## config.mk

```make
export PLATFORM = sky130hd
export DESIGN_NAME = mem_access
export DESIGN_NICKNAME = d
export VERILOG_FILES = /design/src/rtl/mem_access_pkg.sv /design/src/rtl/ldst_align.sv /design/src/rtl/mem_access.sv
export SDC_FILE = /design/constraint.sdc
export NUM_CORES = 1
export LEC_CHECK = 0
export CAP_MARGIN = 25
export CORE_ASPECT_RATIO = 0.7
export CORE_UTILIZATION = 40
export DETAILED_ROUTE_END_ITERATION = 8
export PLACE_DENSITY = 0.76
export SETUP_SLACK_MARGIN = 0.3
export SYNTH_ARGS = -nofsm -noshare
export SYNTH_HDL_FRONTEND = slang
export SYNTH_SLANG_ARGS = --single-unit
```

## constraint.sdc

```tcl
create_clock -name clk -period 2.7 [get_ports clk]
set_input_delay 0.81 -clock clk [delete_from_list [all_inputs] [get_ports clk]]
set_output_delay 0.81 -clock clk [all_outputs]
set_load 0.05 [all_outputs]
```

## src/rtl/mem_access_pkg.sv

```systemverilog
// Shared constants for the RV32I memory-access stage: access sizes and FSM state encoding.
package mem_access_pkg;

    localparam logic [1:0] LS_B = 2'b00;
    localparam logic [1:0] LS_H = 2'b01;
    localparam logic [1:0] LS_W = 2'b10;

    typedef enum logic {
        MA_IDLE = 1'b0,
        MA_WAIT = 1'b1
    } ma_state_e;

endpackage

```

## src/rtl/ldst_align.sv

```systemverilog
// Combinational store formatter (byte enables, replicated write data) and load extract/extend.
module ldst_align
    import mem_access_pkg::*;
(
    input  logic [1:0]  adr_lo_i,
    input  logic [1:0]  size_i,
    input  logic        uns_i,
    input  logic [31:0] st_data_i,
    input  logic [31:0] rdata_i,
    output logic [3:0]  be_o,
    output logic [31:0] wdata_o,
    output logic [31:0] ld_data_o
);

    logic [7:0]  byte_sel;
    logic [15:0] half_sel;

    always_comb begin
        be_o    = 4'b1111;
        wdata_o = st_data_i;
        case (size_i)
            LS_B: begin
                be_o    = 4'b0001 << adr_lo_i;
                wdata_o = {4{st_data_i[7:0]}};
            end
            LS_H: begin
                be_o    = adr_lo_i[1] ? 4'b1100 : 4'b0011;
                wdata_o = {2{st_data_i[15:0]}};
            end
            default: ;
        endcase
    end

    always_comb begin
        case (adr_lo_i)
            2'd0:    byte_sel = rdata_i[7:0];
            2'd1:    byte_sel = rdata_i[15:8];
            2'd2:    byte_sel = rdata_i[23:16];
            default: byte_sel = rdata_i[31:24];
        endcase
        half_sel = adr_lo_i[1] ? rdata_i[31:16] : rdata_i[15:0];
        case (size_i)
            LS_B:    ld_data_o = uns_i ? {24'b0, byte_sel} : {{24{byte_sel[7]}}, byte_sel};
            LS_H:    ld_data_o = uns_i ? {16'b0, half_sel} : {{16{half_sel[15]}}, half_sel};
            default: ld_data_o = rdata_i;
        endcase
    end

endmodule

```

## src/rtl/mem_access.sv

```systemverilog
// RV32I MA stage: runs one req/ack data-memory transaction per ld/st, stalls upstream
// meanwhile, and registers the write-back result into WB.
module mem_access
    import mem_access_pkg::*;
#(
    parameter int ACK_TIMEOUT = 64
) (
    input  logic        clk,
    input  logic        rst_n,
    input  logic        cmd_ld_ma,
    input  logic        cmd_st_ma,
    input  logic        wbk_rd_reg_ma,
    input  logic [4:0]  rd_adr_ma,
    input  logic [31:0] rd_data_ma,
    input  logic [31:0] st_data_ma,
    input  logic [2:0]  ldst_code_ma,
    output logic        dmem_req,
    output logic        dmem_we,
    output logic [29:0] dmem_adr,
    output logic [3:0]  dmem_be,
    output logic [31:0] dmem_wdata,
    input  logic        dmem_ack,
    input  logic [31:0] dmem_rdata,
    output logic        stall_ma,
    output logic        misalign_ma,
    output logic        bus_err_ma,
    output logic        wbk_rd_reg_wb,
    output logic [4:0]  rd_adr_wb,
    output logic [31:0] rd_data_wb
);

    localparam logic [7:0] TO_LAST = 8'(ACK_TIMEOUT - 1);

    ma_state_e   state_q, state_d;
    logic [7:0]  cnt_q;
    logic [29:0] adr_q;
    logic [1:0]  adr_lo_q, size_q;
    logic        uns_q, we_q, wbk_q;
    logic [4:0]  rd_q;
    logic [3:0]  be_q;
    logic [31:0] wdata_q;
    logic        misalign_q, bus_err_q, wbk_wb_q;
    logic [4:0]  rd_adr_wb_q;
    logic [31:0] rd_data_wb_q;

    logic        idle, waiting, mem_cmd, misaligned, accept, timeout;
    logic [1:0]  al_adr, al_size;
    logic [3:0]  al_be;
    logic [31:0] al_wdata, al_ld;

    assign idle    = (state_q == MA_IDLE);
    assign waiting = (state_q == MA_WAIT);
    assign mem_cmd = cmd_ld_ma | cmd_st_ma;
    assign timeout = waiting && (cnt_q == TO_LAST);

    always_comb begin
        case (ldst_code_ma[1:0])
            LS_B:    misaligned = 1'b0;
            LS_H:    misaligned = rd_data_ma[0];
            default: misaligned = (rd_data_ma[1:0] != 2'b00);
        endcase
    end

    assign accept = idle & mem_cmd & ~misaligned;

    // Aligner sees the live MA address while formatting a store, the captured one while extracting a load.
    assign al_adr  = waiting ? adr_lo_q : rd_data_ma[1:0];
    assign al_size = waiting ? size_q   : ldst_code_ma[1:0];

    ldst_align u_align (
        .adr_lo_i  (al_adr),
        .size_i    (al_size),
        .uns_i     (uns_q),
        .st_data_i (st_data_ma),
        .rdata_i   (dmem_rdata),
        .be_o      (al_be),
        .wdata_o   (al_wdata),
        .ld_data_o (al_ld)
    );

    always_ff @(posedge clk) begin
        if (!rst_n) state_q <= MA_IDLE;
        else        state_q <= state_d;
    end

    always_comb begin
        state_d = state_q;
        case (state_q)
            MA_IDLE: if (accept) state_d = MA_WAIT;
            MA_WAIT: if (dmem_ack || timeout) state_d = MA_IDLE;
            default: state_d = MA_IDLE;
        endcase
    end

    // Stall is gated by reset so an abandoned transaction releases upstream immediately.
    always_comb begin
        dmem_req = waiting;
        stall_ma = rst_n & (accept | (waiting & ~dmem_ack & ~timeout));
    end

    always_ff @(posedge clk) begin
        if (!rst_n) begin
            cnt_q        <= '0;
            adr_q        <= '0;
            adr_lo_q     <= '0;
            size_q       <= '0;
            uns_q        <= 1'b0;
            we_q         <= 1'b0;
            wbk_q        <= 1'b0;
            rd_q         <= '0;
            be_q         <= '0;
            wdata_q      <= '0;
            misalign_q   <= 1'b0;
            bus_err_q    <= 1'b0;
            wbk_wb_q     <= 1'b0;
            rd_adr_wb_q  <= '0;
            rd_data_wb_q <= '0;
        end else begin
            misalign_q <= idle & mem_cmd & misaligned;
            bus_err_q  <= timeout & ~dmem_ack;
            cnt_q      <= (waiting && state_d == MA_WAIT) ? cnt_q + 8'd1 : 8'd0;
            if (idle) begin
                if (mem_cmd) begin
                    wbk_wb_q <= 1'b0;
                    if (!misaligned) begin
                        adr_q    <= rd_data_ma[31:2];
                        adr_lo_q <= rd_data_ma[1:0];
                        size_q   <= ldst_code_ma[1:0];
                        uns_q    <= ldst_code_ma[2];
                        we_q     <= cmd_st_ma;
                        wbk_q    <= wbk_rd_reg_ma;
                        rd_q     <= rd_adr_ma;
                        be_q     <= al_be;
                        wdata_q  <= al_wdata;
                    end
                end else begin
                    wbk_wb_q     <= wbk_rd_reg_ma;
                    rd_adr_wb_q  <= rd_adr_ma;
                    rd_data_wb_q <= rd_data_ma;
                end
            end else if (dmem_ack && !we_q) begin
                wbk_wb_q     <= wbk_q;
                rd_adr_wb_q  <= rd_q;
                rd_data_wb_q <= al_ld;
            end else begin
                wbk_wb_q <= 1'b0;
            end
        end
    end

    assign dmem_we       = we_q;
    assign dmem_adr      = adr_q;
    assign dmem_be       = be_q;
    assign dmem_wdata    = wdata_q;
    assign misalign_ma   = misalign_q;
    assign bus_err_ma    = bus_err_q;
    assign wbk_rd_reg_wb = wbk_wb_q;
    assign rd_adr_wb     = rd_adr_wb_q;
    assign rd_data_wb    = rd_data_wb_q;

endmodule
```

==> results of run 1 <==
## state kept, by name, indices dropped and copies added (netlist names), 2 cells and up
name        flops
dmem_be         4
adr_lo_q        2
rd_data_wb     32
dmem_wdata     32
rd_q            5
cnt_q           8
rd_adr_wb       5
size_q          2
dmem_adr       30
## what timing repair did
action,in CTS,in global routing
setup endpoints to repair,108,112
gates resized for setup,49,51
pin swaps,5,5
buffers inserted,11,2
cloned,1,2
## worst min-delay path: cells and delay by family, from the launching register on
kind / cells / cell delay (ns)
compound gates: 1 / 0.05
simple gates: 1 / 0.05
flops: 1 / 0.31
## per-layer routing
layer / share of wire / GRT usage / up-vias
li1: - / - / 3006
met1: 0.47 / 0.392 / 2971
met2: 0.42 / 0.387 / 274
met3: 0.098 / 0.0837 / 14
met4: 0.0080 / 0.0486 / 0
met5: 0 / 0 / -
## placed cells by master, fill, tap and decap left out, types with 4 or more instances in the layout
cell,n
sky130_fd_sc_hd__nand2_1,157
sky130_fd_sc_hd__clkdlybuf4s50_1,141
sky130_fd_sc_hd__dfxtp_1,124
sky130_fd_sc_hd__buf_4,54
sky130_fd_sc_hd__a21boi_0,53
sky130_fd_sc_hd__dlymetal6s2s_1,42
sky130_fd_sc_hd__a21oi_1,36
sky130_fd_sc_hd__dlygate4sd2_1,30
sky130_fd_sc_hd__o21ai_0,27
sky130_fd_sc_hd__nand3_1,24
sky130_fd_sc_hd__or3_1,22
sky130_fd_sc_hd__a22oi_1,21
sky130_fd_sc_hd__o211ai_1,21
sky130_fd_sc_hd__clkbuf_16,19
sky130_fd_sc_hd__o211a_1,16
sky130_fd_sc_hd__a31oi_1,15
sky130_fd_sc_hd__nor2_1,14
sky130_fd_sc_hd__mux2i_1,14
sky130_fd_sc_hd__a221o_2,7
sky130_fd_sc_hd__o21ai_1,7
sky130_fd_sc_hd__buf_12,7
sky130_fd_sc_hd__o21a_1,5
sky130_fd_sc_hd__clkinvlp_4,5
sky130_fd_sc_hd__xor2_1,4
sky130_fd_sc_hd__inv_1,4
## per-stage QoR
step                instance area, um2  cells  TNS [ns]  setup WS, ns  power (mW)
floorplan                         5980    704  -0.00110      -0.00110        3.26
global placement                  8560   1099    -13.03        -0.244        4.00
detailed placement                8560   1099    -16.12        -0.272        4.01
CTS                               9310   1143         0        0.0261        6.43
global route                      9480   1147         0        0.0119        6.69
finish                            9480   1147         0        0.0621        6.44
## final cells by class
cell class | instances | area, um2 | area share
Multi-Input combinational cell | 512 | 3190 | 0.336
Timing Repair Buffer | 281 | 2870 | 0.302
Sequential cell | 127 | 2550 | 0.269
Clock buffer | 20 | 467 | 0.0492
Tap cell | 190 | 238 | 0.0251
Clock inverter | 12 | 159 | 0.0168
Inverter | 5 | 18.8 | 0.00198
## power groups by stage
stage	registers (mW)	logic, mW	clock network [mW]
after floorplan	2.68	0.584	0
after global placement	2.18	1.82	0
after detailed placement	2.18	1.82	0
after CTS	2.15	1.84	2.45
after global routing	2.16	1.97	2.55
final	2.15	1.87	2.43
## worst paths after layout
check,to,depth (start not counted),from
min,dmem_be[2],2,dmem_be[2]
max,stall_ma,7,cnt_q[0]
min reg2reg,dmem_be[2],2,dmem_be[2]
max reg2reg,rd_data_wb[0],6,dmem_req
## cell families after synthesis
group / after synthesis
muxes: 18
buffers and inverters: 65
adders and majority gates: 1
and+or+nand+nor: 253
AOI/OAI and AO/OA: 234
xor gates and xnor gates: 6
DFF: 127
==> impl_metrics.prom, run 1 <==
# TYPE chip_impl_metric gauge
chip_impl_info{name="rsz0062_at_grt",value="true"} 1
chip_impl_metric{name="synth_simple_gate_area_frac",unit=""} 0.192
chip_impl_metric{name="routed_via_density",unit=""} 5.46
chip_impl_metric{name="final_core_utilization",unit=""} 0.668
chip_impl_metric{name="hold_viol",unit=""} 0
chip_impl_info{name="synth_top_cell_by_area",value="sky130_fd_sc_hd__dfxtp_1"} 1
chip_impl_metric{name="wl_per_cell",unit="um"} 18.5
chip_impl_metric{name="pin_count_of_the_biggest_net_entering_global_routing",unit=""} 73
chip_impl_metric{name="timing.reg2reg.setup_slack",unit="ns"} 0.49
chip_impl_metric{name="cpPeakStageDelay",unit="ns"} 0.36
chip_impl_info{name="yosys-top-cells-area",value="sky130_fd_sc_hd__dfxtp_1, sky130_fd_sc_hd__nand2_1, sky130_fd_sc_hd__a21boi_0"} 1
chip_impl_metric{name="synthDominantCellAreaShare",unit=""} 0.430
chip_impl_metric{name="port_buffers",unit=""} 218
chip_impl_metric{name="timing.final.max_slew_violations",unit=""} 0
chip_impl_metric{name="final_estimated_routing_congestion_in_global_placement",unit=""} 0.882
chip_impl_metric{name="synth_seq_cells",unit=""} 127
chip_impl_metric{name="dr_total_vias",unit=""} 6265
chip_impl_info{name="cp-start-kind",value="flop"} 1
chip_impl_metric{name="synth_edf_count",unit=""} 0
chip_impl_metric{name="clock_insertion_delay_worst_skew",unit="ns"} 0.41
chip_impl_metric{name="io_pins",unit=""} 219
chip_impl_metric{name="cts-hold-fix-buffers",unit=""} 0
chip_impl_metric{name="fin_hold_ws",unit="ns"} 0.458
chip_impl_info{name="synth_top_flop_cell",value="sky130_fd_sc_hd__dfxtp_1"} 1
chip_impl_metric{name="synthesized_area_fraction_occupied_by_ao_oa_aoi_and_oai_cells",unit=""} 0.284
chip_impl_metric{name="grt_pass1_wl",unit="um"} 32300
chip_impl_metric{name="final.fill_count",unit=""} 1186
chip_impl_info{name="cts_tree",value="built"} 1
chip_impl_info{name="root_buffer",value="sky130_fd_sc_hd__clkbuf_16"} 1
chip_impl_metric{name="drt_pre_antenna_iters",unit=""} 5
chip_impl_metric{name="ys.warnings.count",unit=""} 0
chip_impl_metric{name="final_layout_size_suffix_gt1_frac",unit=""} 0.145
chip_impl_metric{name="switch_pwr",unit="mW"} 2.15
chip_impl_metric{name="placementRows",unit=""} 36
chip_impl_metric{name="track_usage",unit=""} 0.269
chip_impl_metric{name="power.leakage",unit="nW"} 4.44
chip_impl_metric{name="drt.antenna.violating_nets",unit=""} 0
chip_impl_metric{name="die_area",unit="um2"} 15300
chip_impl_metric{name="tightest_slew",unit="ns"} 0.918
chip_impl_metric{name="pwr_per_cell_area",unit="nW/um2"} 680
chip_impl_metric{name="core_area",unit="um2"} 14200
chip_impl_metric{name="power.share.sequential",unit=""} 0.333
chip_impl_metric{name="fmaxAchievable",unit="MHz"} 379
chip_impl_metric{name="synth_xor_area_frac",unit=""} 0.00889
chip_impl_info{name="timing.critical_path.to_type",value="primary output"} 1
chip_impl_metric{name="netlist-cell-type-count",unit=""} 62
chip_impl_metric{name="synthesis.nets",unit=""} 815
chip_impl_metric{name="synth_cells",unit=""} 704
chip_impl_metric{name="report.final.setup_viol",unit=""} 0
chip_impl_info{name="synth.most_common_cell",value="sky130_fd_sc_hd__nand2_1"} 1
chip_impl_metric{name="critPathArrivalTime",unit="ns"} 1.83
chip_impl_metric{name="max_cap_viols",unit=""} 0
chip_impl_info{name="worst_path_dominant_cell_family",value="simple AND/OR/NAND/NOR gates"} 1
chip_impl_metric{name="fp.dieH",unit="um"} 104
chip_impl_metric{name="synthToLayoutAreaGrowth",unit="%"} 60.4
chip_impl_metric{name="combinational_group_share_of_total_power",unit=""} 0.290
chip_impl_info{name="post_synth_most_frequent_cells",value="sky130_fd_sc_hd__nand2_1, sky130_fd_sc_hd__dfxtp_1, sky130_fd_sc_hd__a21boi_0"} 1
chip_impl_metric{name="async_reset_ff_frac",unit=""} 0
chip_impl_metric{name="number_of_buffers_and_inverters_on_the_critical_path",unit=""} 1
chip_impl_info{name="crit_path_cell_trace",value="ha_4 > and3_4 > nand3_2 > or3_4 > nand2b_4 > nand2_8 > buf_12"} 1
chip_impl_metric{name="grt_pass1_vias",unit=""} 5777
chip_impl_metric{name="wl",unit="um"} 21200
chip_impl_metric{name="grt_antenna_before_repair",unit=""} 0
chip_impl_metric{name="htreeDepth",unit=""} 4
chip_impl_info{name="cp_slowest_cell",value="sky130_fd_sc_hd__dfxtp_2"} 1
chip_impl_metric{name="largest_voltage_drop_on_the_vdd_net",unit="uV"} 389
chip_impl_metric{name="timing.critical_path.fanout_max",unit=""} 2
chip_impl_metric{name="swShare",unit=""} 0.334
chip_impl_metric{name="tritoncts.num_buffers",unit=""} 17
chip_impl_metric{name="congestion_overflow_gr",unit=""} 0
chip_impl_info{name="timing.hold.worst.class",value="flop to flop"} 1
chip_impl_metric{name="synth.yosys.seq_area_share",unit=""} 0.430
chip_impl_metric{name="required_arrival_time_at_the_worst_endpoint",unit="ns"} 1.89
chip_impl_metric{name="intPower",unit="mW"} 4.29
chip_impl_metric{name="synth-adder-area-share",unit=""} 0.00212
chip_impl_metric{name="floorplan.initialDensity",unit=""} 0.417
chip_impl_metric{name="timing.max_slew.rel_slack",unit=""} 0.386
chip_impl_metric{name="layout_min_cycle_time",unit="ns"} 2.64
chip_impl_metric{name="final_nets",unit=""} 1055
chip_impl_metric{name="share_clk_of_total_power",unit=""} 0.377
chip_impl_metric{name="cts_buffer_depth",unit=""} 2
chip_impl_metric{name="drc_violations_left",unit=""} 0
chip_impl_metric{name="die_x",unit="um"} 147
chip_impl_info{name="status",value="finished, final reports clean"} 1
chip_impl_metric{name="clock-skew-final",unit="ns"} 0.00961
chip_impl_metric{name="fin_crit_sh",unit=""} 0.977
chip_impl_metric{name="insertedDiodeCount",unit=""} 0
chip_impl_info{name="criticalPathCategory",value="flop to primary output"} 1
chip_impl_metric{name="post_cts_clock_slew_at_the_launch_and_capture_registers_of_the_worst_setup_and_hold_paths",unit="ns"} 0.06
chip_impl_metric{name="dpl_wire_length",unit="um"} 14500
chip_impl_metric{name="postSynthAreaPerCell",unit="um2"} 8.40
chip_impl_metric{name="count_of_clock_tree_sinks",unit=""} 127
chip_impl_metric{name="syn_area",unit="um2"} 5910
chip_impl_metric{name="detail_route.iter0.violations",unit=""} 632
chip_impl_info{name="synth_top_family_by_area",value="compound AO/OA/AOI/OAI gates"} 1
chip_impl_metric{name="yosys-mux-area-fraction",unit=""} 0.0332
No activity file was read; power rests on OpenSTA's default activity.
==> run 2, diff against run 1 <==
--- a/config.mk
+++ b/config.mk
@@ -9,7 +9,9 @@
 export CORE_ASPECT_RATIO = 0.7
 export CORE_UTILIZATION = 40
 export DETAILED_ROUTE_END_ITERATION = 8
+export HOLD_SLACK_MARGIN = 0.03
 export PLACE_DENSITY = 0.76
+export REMOVE_ABC_BUFFERS = 1
 export SETUP_SLACK_MARGIN = 0.3
 export SYNTH_ARGS = -nofsm -noshare
 export SYNTH_HDL_FRONTEND = slang
==> run 2 against run 1 <==
Power shrank 3.6%. Global-route usage fell by 1.1 points. Sequential share of layout area increased by 0.50 points. Worst setup slack better by 0.0060 ns. Via count down 1.6%. Largest cell class unchanged.
==> impl_metrics.prom, run 2 (synthesis results as in run 1) <==
# TYPE chip_impl_metric gauge
chip_impl_info{name="status",value="finished, final reports clean"} 1
chip_impl_info{name="timing.hold.worst.class",value="flop to flop"} 1
chip_impl_info{name="criticalPathCategory",value="input pin to primary output"} 1
chip_impl_metric{name="pin_count_of_the_biggest_net_entering_global_routing",unit=""} 73
chip_impl_metric{name="final_nets",unit=""} 1053
chip_impl_metric{name="tightest_slew",unit="ns"} 0.908
chip_impl_info{name="timing.critical_path.to_type",value="primary output"} 1
chip_impl_metric{name="core_area",unit="um2"} 14200
chip_impl_metric{name="clock-skew-final",unit="ns"} 0.0129
chip_impl_metric{name="fp.dieH",unit="um"} 104
chip_impl_metric{name="pre_cts_slack",unit="ns"} -0.502
chip_impl_metric{name="io_pins",unit=""} 219
chip_impl_info{name="crit_path_cell_trace",value="clkdlybuf4s15_1 > a21oi_2 > nor2_4 > nor3_4 > nand2_2 > nand2_4 > buf_12"} 1
chip_impl_metric{name="wl_per_cell",unit="um"} 17.3
chip_impl_metric{name="grt_antenna_before_repair",unit=""} 0
chip_impl_metric{name="track_usage",unit=""} 0.258
chip_impl_metric{name="swShare",unit=""} 0.341
chip_impl_metric{name="pwr_per_cell_area",unit="nW/um2"} 666
chip_impl_info{name="worst_path_dominant_cell_family",value="simple AND/OR/NAND/NOR gates"} 1
chip_impl_metric{name="placementRows",unit=""} 36
chip_impl_metric{name="count_of_clock_tree_sinks",unit=""} 127
chip_impl_metric{name="dr_total_vias",unit=""} 6164
chip_impl_metric{name="grt_pass1_wl",unit="um"} 31400
chip_impl_metric{name="power.share.sequential",unit=""} 0.345
chip_impl_metric{name="final_estimated_routing_congestion_in_global_placement",unit=""} 0.897
chip_impl_metric{name="fmaxAchievable",unit="MHz"} 380
chip_impl_metric{name="final_layout_size_suffix_gt1_frac",unit=""} 0.142
chip_impl_info{name="cp_slowest_cell",value="sky130_fd_sc_hd__clkdlybuf4s15_1"} 1
chip_impl_metric{name="stdcell_count",unit=""} 1145
chip_impl_metric{name="tritoncts.num_buffers",unit=""} 17
chip_impl_metric{name="report.final.setup_viol",unit=""} 0
chip_impl_metric{name="detail_route.iter0.violations",unit=""} 292
chip_impl_metric{name="hold_viol",unit=""} 0
chip_impl_info{name="layout.cells.most_common",value="sky130_fd_sc_hd__nand2_1"} 1
chip_impl_metric{name="drt_pre_antenna_iters",unit=""} 4
chip_impl_metric{name="routed_via_density",unit=""} 5.38
chip_impl_metric{name="cpPeakStageDelay",unit="ns"} 0.20
chip_impl_metric{name="layout_min_cycle_time",unit="ns"} 2.63
chip_impl_metric{name="drt.antenna.violating_nets",unit=""} 0
chip_impl_metric{name="max_cap_viols",unit=""} 0
chip_impl_metric{name="die_x",unit="um"} 147
chip_impl_metric{name="timing.reg2reg.setup_slack",unit="ns"} 0.48
chip_impl_metric{name="die_area",unit="um2"} 15300
chip_impl_metric{name="power",unit="mW"} 6.21
chip_impl_metric{name="htreeDepth",unit=""} 4
chip_impl_metric{name="place.detailed.instances",unit=""} 1098
chip_impl_info{name="layout.cells.most_common_list",value="sky130_fd_sc_hd__nand2_1, sky130_fd_sc_hd__clkdlybuf4s50_1, sky130_fd_sc_hd__dfxtp_1, sky130_fd_sc_hd__buf_4, sky130_fd_sc_hd__a21boi_0"} 1
chip_impl_info{name="root_buffer",value="sky130_fd_sc_hd__clkbuf_16"} 1
chip_impl_metric{name="fin_ws",unit="ns"} 0.0681
chip_impl_metric{name="switch_pwr",unit="mW"} 2.12
chip_impl_metric{name="clock_insertion_delay_worst_skew",unit="ns"} 0.41
chip_impl_metric{name="synthToLayoutAreaGrowth",unit="%"} 57.6
chip_impl_metric{name="critPathArrivalTime",unit="ns"} 1.82
chip_impl_metric{name="insertedDiodeCount",unit=""} 0
chip_impl_metric{name="number_of_buffers_and_inverters_on_the_critical_path",unit=""} 2
chip_impl_metric{name="timing.critical_path.fanout_max",unit=""} 2
chip_impl_metric{name="intPower",unit="mW"} 4.09
chip_impl_metric{name="fin_crit_sh",unit=""} 0.975
chip_impl_metric{name="power.leakage",unit="nW"} 4.30
chip_impl_metric{name="dpl_wire_length",unit="um"} 13900
chip_impl_metric{name="cts_buffer_depth",unit=""} 2
chip_impl_metric{name="timing.max_slew.rel_slack",unit=""} 0.393
chip_impl_metric{name="timing.final.max_slew_violations",unit=""} 0
chip_impl_metric{name="congestion_overflow_gr",unit=""} 0
chip_impl_metric{name="combinational_group_share_of_total_power",unit=""} 0.289
chip_impl_metric{name="cts-hold-fix-buffers",unit=""} 0
chip_impl_info{name="cts_tree",value="built"} 1
chip_impl_metric{name="wl",unit="um"} 19900
chip_impl_metric{name="share_clk_of_total_power",unit=""} 0.366
chip_impl_metric{name="largest_voltage_drop_on_the_vdd_net",unit="uV"} 424
chip_impl_info{name="cp-start-kind",value="input pin"} 1
chip_impl_metric{name="drc_violations_left",unit=""} 0
chip_impl_metric{name="floorplan.initialDensity",unit=""} 0.417
chip_impl_metric{name="grt_pass1_vias",unit=""} 5747
chip_impl_metric{name="post_cts_clock_slew_at_the_launch_and_capture_registers_of_the_worst_setup_and_hold_paths",unit="ns"} 0.06
chip_impl_info{name="rsz0062_at_grt",value="true"} 1
chip_impl_metric{name="port_buffers",unit=""} 218
chip_impl_metric{name="required_arrival_time_at_the_worst_endpoint",unit="ns"} 1.89
[run 2: cell types whose count changed in the layout (fill, tap and decap cells not counted), moves of 2 or more]
cell | before | now
sky130_fd_sc_hd__clkbuf_16 | 19 | 17
sky130_fd_sc_hd__dlygate4sd2_1 | 30 | 32
sky130_fd_sc_hd__buf_12 | 7 | 5
sky130_fd_sc_hd__buf_4 | 54 | 57
sky130_fd_sc_hd__buf_16 | 2 | 0
sky130_fd_sc_hd__dlymetal6s2s_1 | 42 | 36
sky130_fd_sc_hd__inv_6 | 1 | 4
sky130_fd_sc_hd__clkbuf_8 | 3 | 0
sky130_fd_sc_hd__clkdlybuf4s50_1 | 141 | 145
[run 2: path summary, 6_finish.rpt]
check,cells after the start,end,startpoint
hold reg to reg,2,dmem_be[2],dmem_be[2]
setup reg to reg,8,rd_data_wb[7],dmem_req
hold / removal,2,dmem_be[2],dmem_be[2]
setup / recovery,7,stall_ma,rd_data_ma[0]
[run 2: power groups by stage]
stage	combinational [mW]	sequential (mW)	clock (mW)
after floorplan	0.490	2.70	0
after global placement	1.79	2.18	0
after detailed placement	1.80	2.18	0
after CTS	1.79	2.14	2.31
after global routing	1.90	2.16	2.40
final	1.79	2.14	2.27
[run 2: layout make-up]
cell class,instances,area (um2)
inverters,5,18.8
clock buffers,18,429
multi-input cells,512,3180
flip-flops and latches,127,2550
well taps,190,238
fillers,1178,4870
clock inverters,14,156
repair buffers,279,2740
[run 2: worst reg2reg max path: cells and delay by family, from the launching register on]
family	cells	cell delay, ns
AOI/OAI and AO/OA	3	0.62
DFF	1	0.48
buffers and inverters	4	0.83
and+or+nand+nor	1	0.16
[run 2: repair_timing]
action,in CTS,in global routing
setup endpoints to repair,97,67
gates cloned,0,0
buffers inserted,12,3
pin swaps,8,6
gates resized for setup,60,39
[run 2: per-stage QoR]
stage          setup TNS [ns]  hold slack [ns]  cell area [um2]  utilization
2_1_floorplan         -164.46            0.426             5640            -
3_3_place_gp           -20.52            0.440             8490        0.598
3_5_place_dp           -24.51            0.452             8490        0.598
4_1_cts                     0            0.463             9200        0.648
5_1_grt                     0            0.477             9320        0.657
6_report                    0            0.457             9320        0.657
[run 2: per-layer routing]
metal / vias to the layer above / GRT usage / share of wire
met3: 26 / 0.0727 / 0.083
met5: - / 0 / 0
met4: 0 / 0.0722 / 0.017
met1: 2887 / 0.363 / 0.46
li1: 3014 / - / -
met2: 237 / 0.382 / 0.44
==> run 3, diff against run 2 <==
--- a/config.mk
+++ b/config.mk
@@ -6,11 +6,13 @@
 export NUM_CORES = 1
 export LEC_CHECK = 0
 export CAP_MARGIN = 25
+export CELL_PAD_IN_SITES_DETAIL_PLACEMENT = 1
+export CELL_PAD_IN_SITES_GLOBAL_PLACEMENT = 2
 export CORE_ASPECT_RATIO = 0.7
-export CORE_UTILIZATION = 40
+export CORE_UTILIZATION = 22
 export DETAILED_ROUTE_END_ITERATION = 8
 export HOLD_SLACK_MARGIN = 0.03
-export PLACE_DENSITY = 0.76
+export PLACE_DENSITY = 0.81
 export REMOVE_ABC_BUFFERS = 1
 export SETUP_SLACK_MARGIN = 0.3
 export SYNTH_ARGS = -nofsm -noshare
==> run 3 against run 2 <==
Die area up 80%. Cell area up 2.3%. Clock power up 7%. Clock-buffer cell count up 1. Register-to-register slack better by 0.10 ns. Sequential cell count unchanged. Sequential power about the same.
==> impl_metrics.prom, run 3 (synthesis results as in run 1) <==
# TYPE chip_impl_metric gauge
chip_impl_metric{name="drc_violations_left",unit=""} 0
chip_impl_metric{name="cts_buffer_depth",unit=""} 2
chip_impl_metric{name="synthToLayoutAreaGrowth",unit="%"} 61.2
chip_impl_info{name="layout.cells.most_common_list",value="sky130_fd_sc_hd__nand2_1, sky130_fd_sc_hd__dfxtp_1, sky130_fd_sc_hd__clkdlybuf4s50_1, sky130_fd_sc_hd__dlygate4sd2_1, sky130_fd_sc_hd__buf_4"} 1
chip_impl_metric{name="final.fill_count",unit=""} 3067
chip_impl_metric{name="grt_antenna_before_repair",unit=""} 2
chip_impl_metric{name="tritoncts.num_buffers",unit=""} 17
chip_impl_metric{name="layout_min_cycle_time",unit="ns"} 2.65
chip_impl_metric{name="clock_insertion_delay_worst_skew",unit="ns"} 0.42
chip_impl_metric{name="pwr_per_cell_area",unit="nW/um2"} 671
chip_impl_metric{name="final_nets",unit=""} 1057
chip_impl_metric{name="clock-skew-final",unit="ns"} 0.0102
chip_impl_info{name="criticalPathCategory",value="input pin to primary output"} 1
chip_impl_metric{name="floorplan.initialDensity",unit=""} 0.227
chip_impl_info{name="timing.hold.worst.class",value="flop to flop"} 1
chip_impl_metric{name="fin_crit_sh",unit=""} 0.982
chip_impl_metric{name="wl",unit="um"} 24600
chip_impl_metric{name="timing.reg2reg.setup_slack",unit="ns"} 0.58
chip_impl_metric{name="detail_route.iter0.violations",unit=""} 287
chip_impl_metric{name="dpl_wire_length",unit="um"} 17700
chip_impl_metric{name="required_arrival_time_at_the_worst_endpoint",unit="ns"} 1.89
chip_impl_metric{name="die_area",unit="um2"} 27500
chip_impl_metric{name="pre_cts_slack",unit="ns"} -0.484
chip_impl_metric{name="core_area",unit="um2"} 26100
chip_impl_metric{name="final_design_area_excluding_fillers",unit="um2"} 9530
chip_impl_metric{name="stdcell_count",unit=""} 1318
chip_impl_metric{name="cts-hold-fix-buffers",unit=""} 0
chip_impl_metric{name="dr_total_vias",unit=""} 6085
chip_impl_metric{name="timing.final.max_slew_violations",unit=""} 0
chip_impl_metric{name="hold_viol",unit=""} 0
chip_impl_metric{name="fp.dieH",unit="um"} 139
chip_impl_info{name="rsz0062_at_grt",value="true"} 1
chip_impl_metric{name="count_of_clock_tree_sinks",unit=""} 127
chip_impl_metric{name="report.final.setup_viol",unit=""} 0
chip_impl_metric{name="largest_voltage_drop_on_the_vdd_net",unit="uV"} 423
chip_impl_metric{name="detailroute.wirelength.met3",unit="um"} 1380
chip_impl_metric{name="routed_via_density",unit=""} 4.62
chip_impl_metric{name="drt_pre_antenna_iters",unit=""} 5
chip_impl_metric{name="multi_input_area",unit="um2"} 3180
chip_impl_metric{name="place.detailed.instances",unit=""} 1270
chip_impl_metric{name="fin_ws",unit="ns"} 0.0485
chip_impl_metric{name="congestion_overflow_gr",unit=""} 0
chip_impl_info{name="worst_r2r_startpoint",value="dmem_req"} 1
chip_impl_metric{name="drt.antenna.violating_nets",unit=""} 0
chip_impl_metric{name="final_layout_size_suffix_gt1_frac",unit=""} 0.149
chip_impl_info{name="cp-start-kind",value="input pin"} 1
chip_impl_metric{name="met1Wirelength",unit="um"} 12200
chip_impl_info{name="root_buffer",value="sky130_fd_sc_hd__clkbuf_16"} 1
chip_impl_metric{name="power.leakage",unit="nW"} 4.32
chip_impl_metric{name="die_x",unit="um"} 198
chip_impl_metric{name="track_usage",unit=""} 0.179
chip_impl_metric{name="post_cts_clock_slew_at_the_launch_and_capture_registers_of_the_worst_setup_and_hold_paths",unit="ns"} 0.06
chip_impl_metric{name="pin_count_of_the_biggest_net_entering_global_routing",unit=""} 101
chip_impl_metric{name="wl_per_cell",unit="um"} 18.7
chip_impl_metric{name="fmaxAchievable",unit="MHz"} 377
chip_impl_info{name="critical_path.reg2reg.endpoint",value="rd_data_wb[7]"} 1
chip_impl_info{name="status",value="finished, final reports clean"} 1
chip_impl_metric{name="port_buffers",unit=""} 218
chip_impl_metric{name="placementRows",unit=""} 49
chip_impl_info{name="layout.cells.most_common",value="sky130_fd_sc_hd__nand2_1"} 1
chip_impl_metric{name="io_pins",unit=""} 219
chip_impl_metric{name="setup_tns",unit="ns"} 0
chip_impl_metric{name="min_path_cells",unit=""} 2
chip_impl_info{name="cts_tree",value="built"} 1
chip_impl_metric{name="timing.critical_path.fanout_max",unit=""} 2
chip_impl_metric{name="power",unit="mW"} 6.39
chip_impl_metric{name="timing.max_slew.rel_slack",unit=""} 0.450
chip_impl_info{name="critical_path.startpoint",value="rd_data_ma[1]"} 1
chip_impl_metric{name="grt_pass1_vias",unit=""} 6126
chip_impl_info{name="critical_path.endpoint",value="stall_ma"} 1
chip_impl_info{name="timing.critical_path.to_type",value="primary output"} 1
chip_impl_metric{name="max_cap_viols",unit=""} 0
chip_impl_metric{name="htreeDepth",unit=""} 4
chip_impl_metric{name="tightest_slew",unit="ns"} 0.823
chip_impl_metric{name="placed_area",unit="um2"} 8780
chip_impl_metric{name="grt_pass1_wl",unit="um"} 37300
chip_impl_info{name="top_layer",value="met4"} 1
chip_impl_metric{name="critPathArrivalTime",unit="ns"} 1.84
chip_impl_metric{name="final_estimated_routing_congestion_in_global_placement",unit=""} 0.846
chip_impl_metric{name="layout.area.seq",unit="um2"} 2550
chip_impl_metric{name="wl_met2",unit="um"} 10800
chip_impl_metric{name="worst_r2r_path_depth",unit=""} 7
[run 3: final cells by class]
| class | count | share of cell area |
|---|---|---|
| antenna | 2 | 0.000525 |
| clock buffer | 19 | 0.0475 |
| clock inverter | 13 | 0.0171 |
| inverter | 5 | 0.00197 |
| multi-input combinational | 512 | 0.333 |
| sequential | 127 | 0.268 |
| tap | 357 | 0.0469 |
| timing repair buffer | 283 | 0.285 |
[run 3: worst max-delay path: stages]
cell	delay, ns
sky130_fd_sc_hd__buf_2	0.12
sky130_fd_sc_hd__a21oi_4	0.15
sky130_fd_sc_hd__nor2_2	0.06
sky130_fd_sc_hd__buf_4	0.14
sky130_fd_sc_hd__nor3_4	0.19
sky130_fd_sc_hd__nand2_2	0.13
sky130_fd_sc_hd__nand2_4	0.10
sky130_fd_sc_hd__buf_12	0.13
[run 3: what timing repair did]
action	4_1_cts	5_1_grt
setup buffers	11	3
gates resized for setup	110	27
setup endpoints to repair	104	30
pin swaps	8	7
[run 3: worst min path at each step]
stage                       to  slack (ns)  startpoint
floorplan             cnt_q[0]        0.43    cnt_q[0]
global placement    dmem_be[2]        0.44  dmem_be[2]
detailed placement  dmem_be[2]        0.45  dmem_be[2]
CTS                 dmem_be[2]        0.46  dmem_be[2]
global route        dmem_be[2]        0.47  dmem_be[2]
finish              dmem_be[2]        0.45  dmem_be[2]
[run 3: metal layers]
| metal | vias up | track usage |
|---|---|---|
| met5 | - | 0 |
| met4 | 0 | 0.0404 |
| met3 | 13 | 0.0511 |
| met2 | 129 | 0.271 |
| met1 | 2933 | 0.250 |
| li1 | 3010 | - |
[run 3: report_power, final]
part           internal, mW  total, mW  switching (mW)
logic                 0.654       1.81            1.16
registers              2.04       2.14          0.0996
clock network          1.50       2.44           0.936
total                  4.19       6.39            2.20
[run 3: stage by stage]
step                 util  hold slack [ns]
floorplan               -            0.426
global placement    0.337            0.443
detailed placement  0.337            0.449
CTS                 0.362            0.455
global route        0.365            0.474
finish              0.366            0.448
